## src/rtl/usb4_prbs_pkg.sv

```systemverilog
// Shared PRBS11 constants and checker state encoding
// for the Gen4 ordered-set sender/checker pair.
package usb4_prbs_pkg;

  localparam logic [10:0] PRBS11_SEED_L0 = 11'h7FF;
  localparam logic [10:0] PRBS11_SEED_L1 = 11'h770;

  localparam int PRBS11_TAP_HI = 10;
  localparam int PRBS11_TAP_LO = 8;

  localparam int G4_OS_BITS = 448;

  typedef enum logic [1:0] {
    IDLE,
    HUNT,
    CHECK
  } state_e;

endpackage

```

## src/rtl/prbs11_predict.sv

```systemverilog
// PRBS11 window: shifts either received bits (hunt)
// or its own predicted bits (check).
module prbs11_predict
  import usb4_prbs_pkg::*;
(
  input  logic        clk,
  input  logic        rst_n,
  input  logic        i_clr,
  input  logic        i_shift,
  input  logic        i_use_pred,
  input  logic        i_bit,
  output logic        o_pred,
  output logic [10:0] o_win_nxt
);

  logic [10:0] r_win;
  logic        w_in;

  assign o_pred = r_win[PRBS11_TAP_HI]
                ^ r_win[PRBS11_TAP_LO];

  assign w_in = i_use_pred ? o_pred : i_bit;

  assign o_win_nxt = {r_win[9:0], w_in};

  always_ff @(posedge clk or negedge rst_n) begin
    if (!rst_n) begin
      r_win <= '0;
    end else if (i_clr) begin
      r_win <= '0;
    end else if (i_shift) begin
      r_win <= o_win_nxt;
    end
  end

endmodule

```

## src/rtl/prbs11_g4_check.sv

```systemverilog
// Gen4 PRBS11 receive checker: seed hunt, lock,
// 448-bit ordered-set framing and error counting.
module prbs11_g4_check
  import usb4_prbs_pkg::*;
#(
  parameter bit lane0_lane1 = 1'b1,
  parameter int ERR_LIMIT   = 4
) (
  input  logic        clk,
  input  logic        reset,
  input  logic        enable,
  input  logic        data_in,
  output logic        locked,
  output logic        bit_err,
  output logic        os_received,
  output logic        os_error,
  output logic [15:0] err_cnt
);

  localparam logic [10:0] SEED =
    lane0_lane1 ? PRBS11_SEED_L0 : PRBS11_SEED_L1;
  localparam logic [8:0] LAST_IDX =
    9'(G4_OS_BITS - 1);
  localparam logic [8:0] LOCK_IDX = 9'd11;
  localparam logic [2:0] LIMIT = 3'(ERR_LIMIT);

  state_e      r_state;
  state_e      w_nxt_state;
  logic        r_locked;
  logic        r_bit_err;
  logic        r_os_rx;
  logic        r_os_err;
  logic [8:0]  r_bit_idx;
  logic [2:0]  r_blk_err;
  logic [15:0] r_err_cnt;

  logic [8:0]  w_nxt_idx;
  logic [2:0]  w_nxt_blk;
  logic [15:0] w_nxt_cnt;
  logic        w_nxt_be;
  logic        w_nxt_osr;
  logic        w_nxt_ose;

  logic        w_clr;
  logic        w_shift;
  logic        w_use_pred;
  logic        w_pred;
  logic [10:0] w_win_nxt;

  logic        w_mis;
  logic [2:0]  w_blk_inc;
  logic        w_end;
  logic        w_off;
  logic        w_hunt;
  logic        w_drop;
  logic        w_chk;

  prbs11_predict u_pred (
    .clk        (clk),
    .rst_n      (reset),
    .i_clr      (w_clr),
    .i_shift    (w_shift),
    .i_use_pred (w_use_pred),
    .i_bit      (data_in),
    .o_pred     (w_pred),
    .o_win_nxt  (w_win_nxt)
  );

  assign w_mis = data_in ^ w_pred;
  assign w_end = (r_bit_idx == LAST_IDX);

  assign w_blk_inc = (r_blk_err == 3'd7)
                   ? 3'd7
                   : r_blk_err + {2'b00, w_mis};

  // Exactly one of these holds every cycle.
  assign w_off  = !enable;
  assign w_hunt = enable && (r_state != CHECK);
  assign w_drop = enable && (r_state == CHECK)
               && (r_blk_err >= LIMIT);
  assign w_chk  = enable && (r_state == CHECK)
               && (r_blk_err < LIMIT);

  always_comb begin
    w_nxt_state = r_state;
    w_nxt_idx   = r_bit_idx;
    w_nxt_blk   = r_blk_err;
    w_nxt_cnt   = r_err_cnt;
    w_nxt_be    = 1'b0;
    w_nxt_osr   = 1'b0;
    w_nxt_ose   = 1'b0;
    w_clr       = 1'b0;
    w_shift     = 1'b0;
    w_use_pred  = 1'b0;
    unique case (1'b1)
      w_off: begin
        w_nxt_state = IDLE;
        w_nxt_idx   = '0;
        w_nxt_blk   = '0;
        w_nxt_cnt   = '0;
        w_clr       = 1'b1;
      end
      w_hunt: begin
        w_shift     = 1'b1;
        w_nxt_state = HUNT;
        if (w_win_nxt == SEED) begin
          w_nxt_state = CHECK;
          w_nxt_idx   = LOCK_IDX;
          w_nxt_blk   = '0;
          w_nxt_cnt   = '0;
        end
      end
      w_drop: begin
        w_nxt_state = HUNT;
        w_clr       = 1'b1;
        w_nxt_idx   = '0;
        w_nxt_blk   = '0;
      end
      w_chk: begin
        w_shift    = 1'b1;
        w_use_pred = 1'b1;
        w_nxt_be   = w_mis;
        if (w_mis && (r_err_cnt != 16'hFFFF)) begin
          w_nxt_cnt = r_err_cnt + 16'd1;
        end
        if (w_end) begin
          w_nxt_idx = '0;
          // A set that hits the limit on its last bit
          // keeps its count so the drop happens next.
          if (w_blk_inc >= LIMIT) begin
            w_nxt_blk = w_blk_inc;
          end else begin
            w_nxt_blk = '0;
            w_nxt_osr = (w_blk_inc == 3'd0);
            w_nxt_ose = (w_blk_inc != 3'd0);
          end
        end else begin
          w_nxt_idx = r_bit_idx + 9'd1;
          w_nxt_blk = w_blk_inc;
        end
      end
      default: begin
        w_nxt_state = IDLE;
      end
    endcase
  end

  always_ff @(posedge clk or negedge reset) begin
    if (!reset) begin
      r_state   <= IDLE;
      r_locked  <= 1'b0;
      r_bit_err <= 1'b0;
      r_os_rx   <= 1'b0;
      r_os_err  <= 1'b0;
      r_bit_idx <= '0;
      r_blk_err <= '0;
      r_err_cnt <= '0;
    end else begin
      r_state   <= w_nxt_state;
      r_locked  <= (w_nxt_state == CHECK);
      r_bit_err <= w_nxt_be;
      r_os_rx   <= w_nxt_osr;
      r_os_err  <= w_nxt_ose;
      r_bit_idx <= w_nxt_idx;
      r_blk_err <= w_nxt_blk;
      r_err_cnt <= w_nxt_cnt;
    end
  end

  assign locked      = r_locked;
  assign bit_err     = r_bit_err;
  assign os_received = r_os_rx;
  assign os_error    = r_os_err;
  assign err_cnt     = r_err_cnt;

endmodule

```

## config.mk

```make
export PLATFORM = sky130hd
export DESIGN_NAME = prbs11_g4_check
export DESIGN_NICKNAME = d
export VERILOG_FILES = /design/src/rtl/usb4_prbs_pkg.sv /design/src/rtl/prbs11_predict.sv /design/src/rtl/prbs11_g4_check.sv
export SDC_FILE = /design/constraint.sdc
export NUM_CORES = 1
export LEC_CHECK = 0
export CORE_ASPECT_RATIO = 1.75
export CORE_MARGIN = 10
export CORE_UTILIZATION = 55
export CTS_CLUSTER_SIZE = 30
export DETAILED_ROUTE_END_ITERATION = 10
export GPL_TIMING_DRIVEN = 0
export PLACE_DENSITY = 0.77
export SLEW_MARGIN = 20
export SYNTH_ARGS = -nofsm -noshare
export SYNTH_HDL_FRONTEND = slang
export SYNTH_SLANG_ARGS = --single-unit
```

## constraint.sdc

```tcl
create_clock -name clk -period 4.7 [get_ports clk]
set_input_delay 0.47 -clock clk [delete_from_list [all_inputs] [get_ports clk]]
set_output_delay 0.47 -clock clk [all_outputs]
set_load 0.01 [all_outputs]
```

# Word level (Yosys, flattened, before mapping)
# Index checks and enable logic that the tools add are counted.
totals:
  ramBits: 0
  word_cells: 67
  input_bits: 4
  mem_count: 0
  latchBits: 0
  reg_bits: 45
  output_inout_bits: 20
  mem_bits_ro: 0
classes:
  add_sub_neg: 3
  reduce_logical: 15
  mux: 26
  eq_ne: 9
  n_lt_le_gt_ge: 3
  n_div: 0
  shifts: 0
  n_bitwise: 2
  n_mul: 0
ops:
  columns: ["cell", "n"]
  rows:
  - ["one-hot mux 16 bit (3 select lines)", 1]
  - ["two-way mux 16 bit", 2]
  - ["one-hot mux 9 bit (3 select lines)", 1]
  - ["two-way mux 11 bit", 2]
  - ["two-way mux 9 bit", 2]
  - ["adder 16 x 1 -> 16 bit (second input constant)", 1]
  - ["inequality test 16 bit (second input constant)", 1]
  - ["two-way mux 3 bit", 4]
  - ["== test 11 bit (second input constant)", 1]
  - ["two-way mux 1 bit", 11]
  - ["adder 9 x 1 -> 9 bit (second input constant)", 1]
  - ["== test 9 bit (second input constant)", 1]
  - ["one-hot mux 3 bit (3 select lines)", 1]
  - ["nonzero test 3 bit", 3]
  - [">= comparator 3 bit (second input constant)", 2]
  - ["one-hot mux 2 bit (3 select lines)", 1]
  - ["logical AND 1 bit", 5]
  - ["== test 2 bit (second input constant)", 2]
  - ["inequality test 2 x 1 -> 1 bit (second input constant)", 2]
  - ["OR reduction 2 bit", 2]
  - ["adder 3 x 1 -> 3 bit", 1]
  - ["== test 3 bit (second input constant)", 1]
  - ["logical NOT 3 bit", 1]
  - ["less-than comparator 3 bit (second input constant)", 1]
  - ["other kinds (7)", 8]

# Longest topological paths before layout
logic_depth:
  depth_word: 9
  ltp_mapped: 7

# Cells and area by module
# From an unflattened synthesis, not the netlist that was laid out.
hier_totals:
  hier_cells: 245
  area_unflattened_um2: 2401.1
modules_own_cells:
  columns: ["mod", "cells_each", "seq_area_each_um2", "n_inst", "area_per_inst_um2"]
  rows:
  - ["prbs11_g4_check", 193, 850.8, 1, 1834.3]
  - ["prbs11_predict", 52, 275.3, 1, 566.8]

# Worst setup path before layout
# Ideal clock, no wire load.
synth_timing:
  kind: "flip-flop to flip-flop"
  start: "reg r_blk_err[2]"
  end: "reg r_err_cnt[5], in the netlist err_cnt[5]"
  t_arrival_ps: 1755
  path_buffers: 1
  stages_incl_launch_ff: 7
  path_slack_ps: 2821
  setup_time_ps: 124
  period_less_slack_ps: 1879
  cell_sequence: "dfrtp_1 -> and4bb_4 -> mux2i_1 -> o41a_1 -> buf_6 -> a22oi_1 -> nand2_1"
synth_between:
  elab_chain_len: 7
  word_cells_on_any_way: 10
  classes_between: "order compare: 1; eq/ne: 3; mux: 3; reduce/logical: 3"
synth_lines:
  columns: ["item", "line_no", "rtl"]
  rows:
  - ["from (decl)", "prbs11_g4_check.sv:34", "logic [2:0] r_blk_err;"]
  - ["from (signal assigned)", "prbs11_g4_check.sv:165", "r_blk_err <= w_nxt_blk;"]
  - ["less-than comparator 3 bit (*)", "prbs11_g4_check.sv:82", "&& (r_blk_err < LIMIT);"]
  - ["logical AND 1 bit (*)", "prbs11_g4_check.sv:82", null]
  - ["two-way mux 1 bit", "prbs11_g4_check.sv:95", "unique case (1'b1)"]
  - ["two-way mux 1 bit", "prbs11_predict.sv:22", "assign w_in = i_use_pred ? o_pred : i_bit;"]
  - ["== test 11 bit", "prbs11_g4_check.sv:106", "if (w_win_nxt == SEED) begin"]
  - ["inequality test 2 x 1 -> 1 bit (no line)", null, null]
  - ["AND reduction 3 bit (no line)", null, null]
  - ["to (signal assigned)", "prbs11_g4_check.sv:166", "r_err_cnt <= w_nxt_cnt;"]
  - ["to (decl)", "prbs11_g4_check.sv:35", "logic [15:0] r_err_cnt;"]
# Mark *: on every way between the ends. The rest lies on a longest branch, timed or not.
# A chain may end at the register's enable or synchronous reset.

# Worst setup path in the final report
layout_timing:
  start: "in enable"
  end: "reg r_err_cnt[4], in the netlist err_cnt[4]"
layout_between:
  elab_chain_len: 7
  word_cells_on_any_way: 12
  classes_between: "eq/ne: 3; mux: 3; reduce/logical: 6"
layout_lines:
  columns: ["item", "line_no", "rtl"]
  rows:
  - ["from (decl)", "prbs11_g4_check.sv:11", "input logic enable,"]
  - ["logical AND 1 bit", "prbs11_g4_check.sv:81", "assign w_chk = enable && (r_state == CHECK)"]
  - ["logical AND 1 bit", "prbs11_g4_check.sv:82", null]
  - ["two-way mux 1 bit", "prbs11_g4_check.sv:95", null]
  - ["two-way mux 1 bit", "prbs11_predict.sv:22", null]
  - ["== test 11 bit", "prbs11_g4_check.sv:106", null]
  - ["inequality test 2 x 1 -> 1 bit (no line)", null, null]
  - ["AND reduction 3 bit (no line)", null, null]
# Parallel ways exist; a longest one is shown, timed or not.

==> implementation parameters <==
Parameter                              Value

Outcome
  Outcome ... complete, no violations

STA
  Final slew viol count ... 0
  Final setup vio count ... 0
  Final cycle utilization of the critical path ... 53.6%
  Highest achievable clock rate ... between 300 and 400 MHz
  Setup repair after global routing missed its margin ... false
  Endpoints failing hold ... 0
  Slew @ Worst Pin ... around 0.83 ns
  Final period demand of the worst path ... 2.52 ns
  Clock Skew ... between 0.005 and 0.006 ns
  Final-layout setup total negative slack ... 0 ns
  Headroom to the max-slew limit ... 43.9%

Die
  Vertical extent of the die ... 105 µm
  Initial cell density of the core ... 56.3%
  # IOs ... 24
  Die area ... 7250 µm²
  X dimension of the die ... 68.8 µm
  Total number of placement rows ... 31
  Core area ... 4070 µm²

Cells and area
  Register cell area after layout ... ~1100 µm²
  Filler Cell Count ... approximately 340
  # diodes ... 0
  Area of the multi-input gates ... 1110 µm²
  Synthesis-to-finish area growth ... 19.2%
  Fraction of layout instances using a drive strength above 1 ... roughly 6%
  Number of nets in the finished design ... around 270
  Cell area after layout ... 2730 µm²

Synthesis
  Most used flip-flop cell after synthesis ... dfrtp_1
  Synth top area cells ... dfrtp_1 (49%), nand2_1 (6.1%), and2_1 (3.5%)
  Yosys top cell area share ... 49.2%
  Most frequent cells after synthesis ... dfrtp_1 (45), nand2_1 (37), nor2_1 (14)
  Avg Inst Size Synth ... 9.75 µm²
  Yosys warns ... 0
  Share of flip-flops with an asynchronous set or reset after synthesis ... 100%
  Top cell type by total area after synthesis ... dfrtp_1
  Syn Std Cell Area ... 2290 µm²
  Syn nets ... around 240
  Sequential element share of the synthesized area ... 49.2%
  Post-Syn Instances ... 235
  Unique masters post-synth ... 46
  Synth Register Bits ... 45
  Count of flip-flops with a built-in enable after synthesis ... 0
  Dominant cell by count in the synthesized netlist ... dfrtp_1

Worst setup path
  CP endpoint kind ... register
  Reg2Reg Depth ... 5
  Kind of critical path ... in2reg
  Required @ worst endpoint ... 4.90 ns
  Startpoint types ... input port
  Worst-path maximum fanout ... 7
  Data arrival time of the critical path ... 2.71 ns

Global routing
  Overall routing resource usage ... 16.7%
  Met3 track demand over resource ... 4.14%
  Wire length of the first global-routing pass ... 9510 µm
  Via count of the first global-routing pass ... 2074
  Total congestion overflow after global routing ... 0
  Most crowded layer after global routing ... met2
  Grt met2 use ... 28.3%
  Met1 track demand over resource ... 17.6%
  Antenna violations before repair ... 0
  Pin count of the biggest net entering global routing ... 32

Detailed routing
  Vias/cell ... roughly 6
  Residual DRC count ... 0
  Initial drt markers ... 92
  WL final ... between 5000 and 6000 µm
  Total number of vias ... 1923
  Routed length per instance ... 18.0 µm
  Antenna-violating nets left ... 0
  First-pass iteration count of the detailed router ... 4

Clock tree
  Resize count post-CTS ... 0
  Clock latency reported for the late side of the worst-skew pair ... 0.30 ns
  Clock tree root buffer cell ... clkbuf_8
  Clock-pin slew reported for the worst setup and hold paths after clock tree synthesis ... ~0.09 ns
  Number of buffers inserted during clock tree synthesis ... 5
  Postcts setup bufs ... 0
  Number of buffers on the longest clock path ... 2
  CTS H-tree depth ... 2
  Count of clock tree sinks ... 45
  Count of hold-fix buffers inserted at cts ... 0
  TritonCTS clock tree ... yes

Power and ir drop
  Overall power after layout ... ~0.77 mW
  PwrDens ... 282 nW/µm²
  Peak ir drop on the vdd network ... 0.221 mV
  Leak ... approximately 1.2 nW

Place
  DP Wirelength ... 4060 µm
  IO buf count ... 23
  Placed Area ... 2600 µm²
  Routability congestion estimate ... 0.876

Flow run
  MaxCap Viol Count ... 0

Hold path
  Class of the tightest hold or removal check ... in2async
-- layout by cell type (no fill, tap or decap), drive strengths merged, types with 3 or more instances in the layout --
cell type      count
ha                 4
and2              13
a32oi              3
buf                3
a21o               3
and3               4
nand2             37
a22o               3
nand4              6
a31oi             11
nor2              14
nor3               8
nor4               7
a21oi              4
nor2b              3
nand3              7
o31ai              5
inv                4
o21ai             15
clkdlybuf4s50     22
dfrtp             45
o22a               4
clkbuf            12
-- report_power, final --
group	internal [mW]	switching [mW]
Combinational	0.0101	0.0212
Sequential	0.389	0.00158
Clock	0.211	0.137
-- metrics by stage --
step / setup slack [ns] / instances / util [%] / hold slack [ns]
2_1_floorplan: 2.82 / 235 / - / 0.174
5_1_grt: 2.02 / 316 / 67.1 / 0.0666
3_5_place_dp: 1.90 / 308 / 63.8 / 0.402
3_3_place_gp: 1.93 / 307 / 63.4 / 0.462
4_1_cts: 2.20 / 316 / 67.1 / 0.0714
6_report: 2.18 / 316 / 67.1 / 0.0659
-- routing by layer --
metal / wire (µm) / up-vias
met1: 2210 / 915
li1: - / 933
met3: 259 / 19
met2: 3000 / 56
met5: 0 / -
met4: 209 / 0
-- cells by family after synthesis --
group                    after synthesis  share of synthesized area [%]
AND/OR/NAND/NOR                      112                           25.7
AO/OA/AOI/OAI                         57                           18.1
XOR/XNOR                               3                           1.75
multiplexers                           2                          0.874
adder cells (fa/ha/maj)                4                           2.18
buffers and inverters                 12                           2.29
flip-flops                            45                           49.2
-- sequential cells by signal, summed over array words and instances, names as in the netlist --
name,cells
os_error,1
os_received,1
u_pred.r_win,11
r_blk_err,3
bit_err,1
err_cnt,16
locked,1
r_state,2
r_bit_idx,9
-- path summary, 6_finish.rpt --
path                                   endpoint       startpoint  slack (ns)
worst max register to register       err_cnt[4]     r_blk_err[2]        2.41
max in group asynchronous          r_bit_idx[5]            reset        4.15
worst min-delay path                os_received            reset        0.07
min in group clk                u_pred.r_win[2]  u_pred.r_win[1]        0.49
worst min register to register  u_pred.r_win[2]  u_pred.r_win[1]        0.49
worst max-delay path                 err_cnt[4]           enable        2.18
-- area by class of cell --
type	count	share of cell area [%]
repair buffers	24	8.98
inverters	4	0.550
clock inverters	3	2.38
plain buffers	8	1.37
flip-flops and latches	45	41.2
well taps	49	2.24
clock buffers	5	2.52
multi-input cells	178	40.7
-- critical path: stages --
cell and delay, ns:
clkdlybuf4s50_1 0.59, and4bb_4 0.31, mux2i_1 0.18, o41ai_4 0.67, o21ai_2 0.25, o21ba_1 0.23
(Power assumes the default switching activity.)
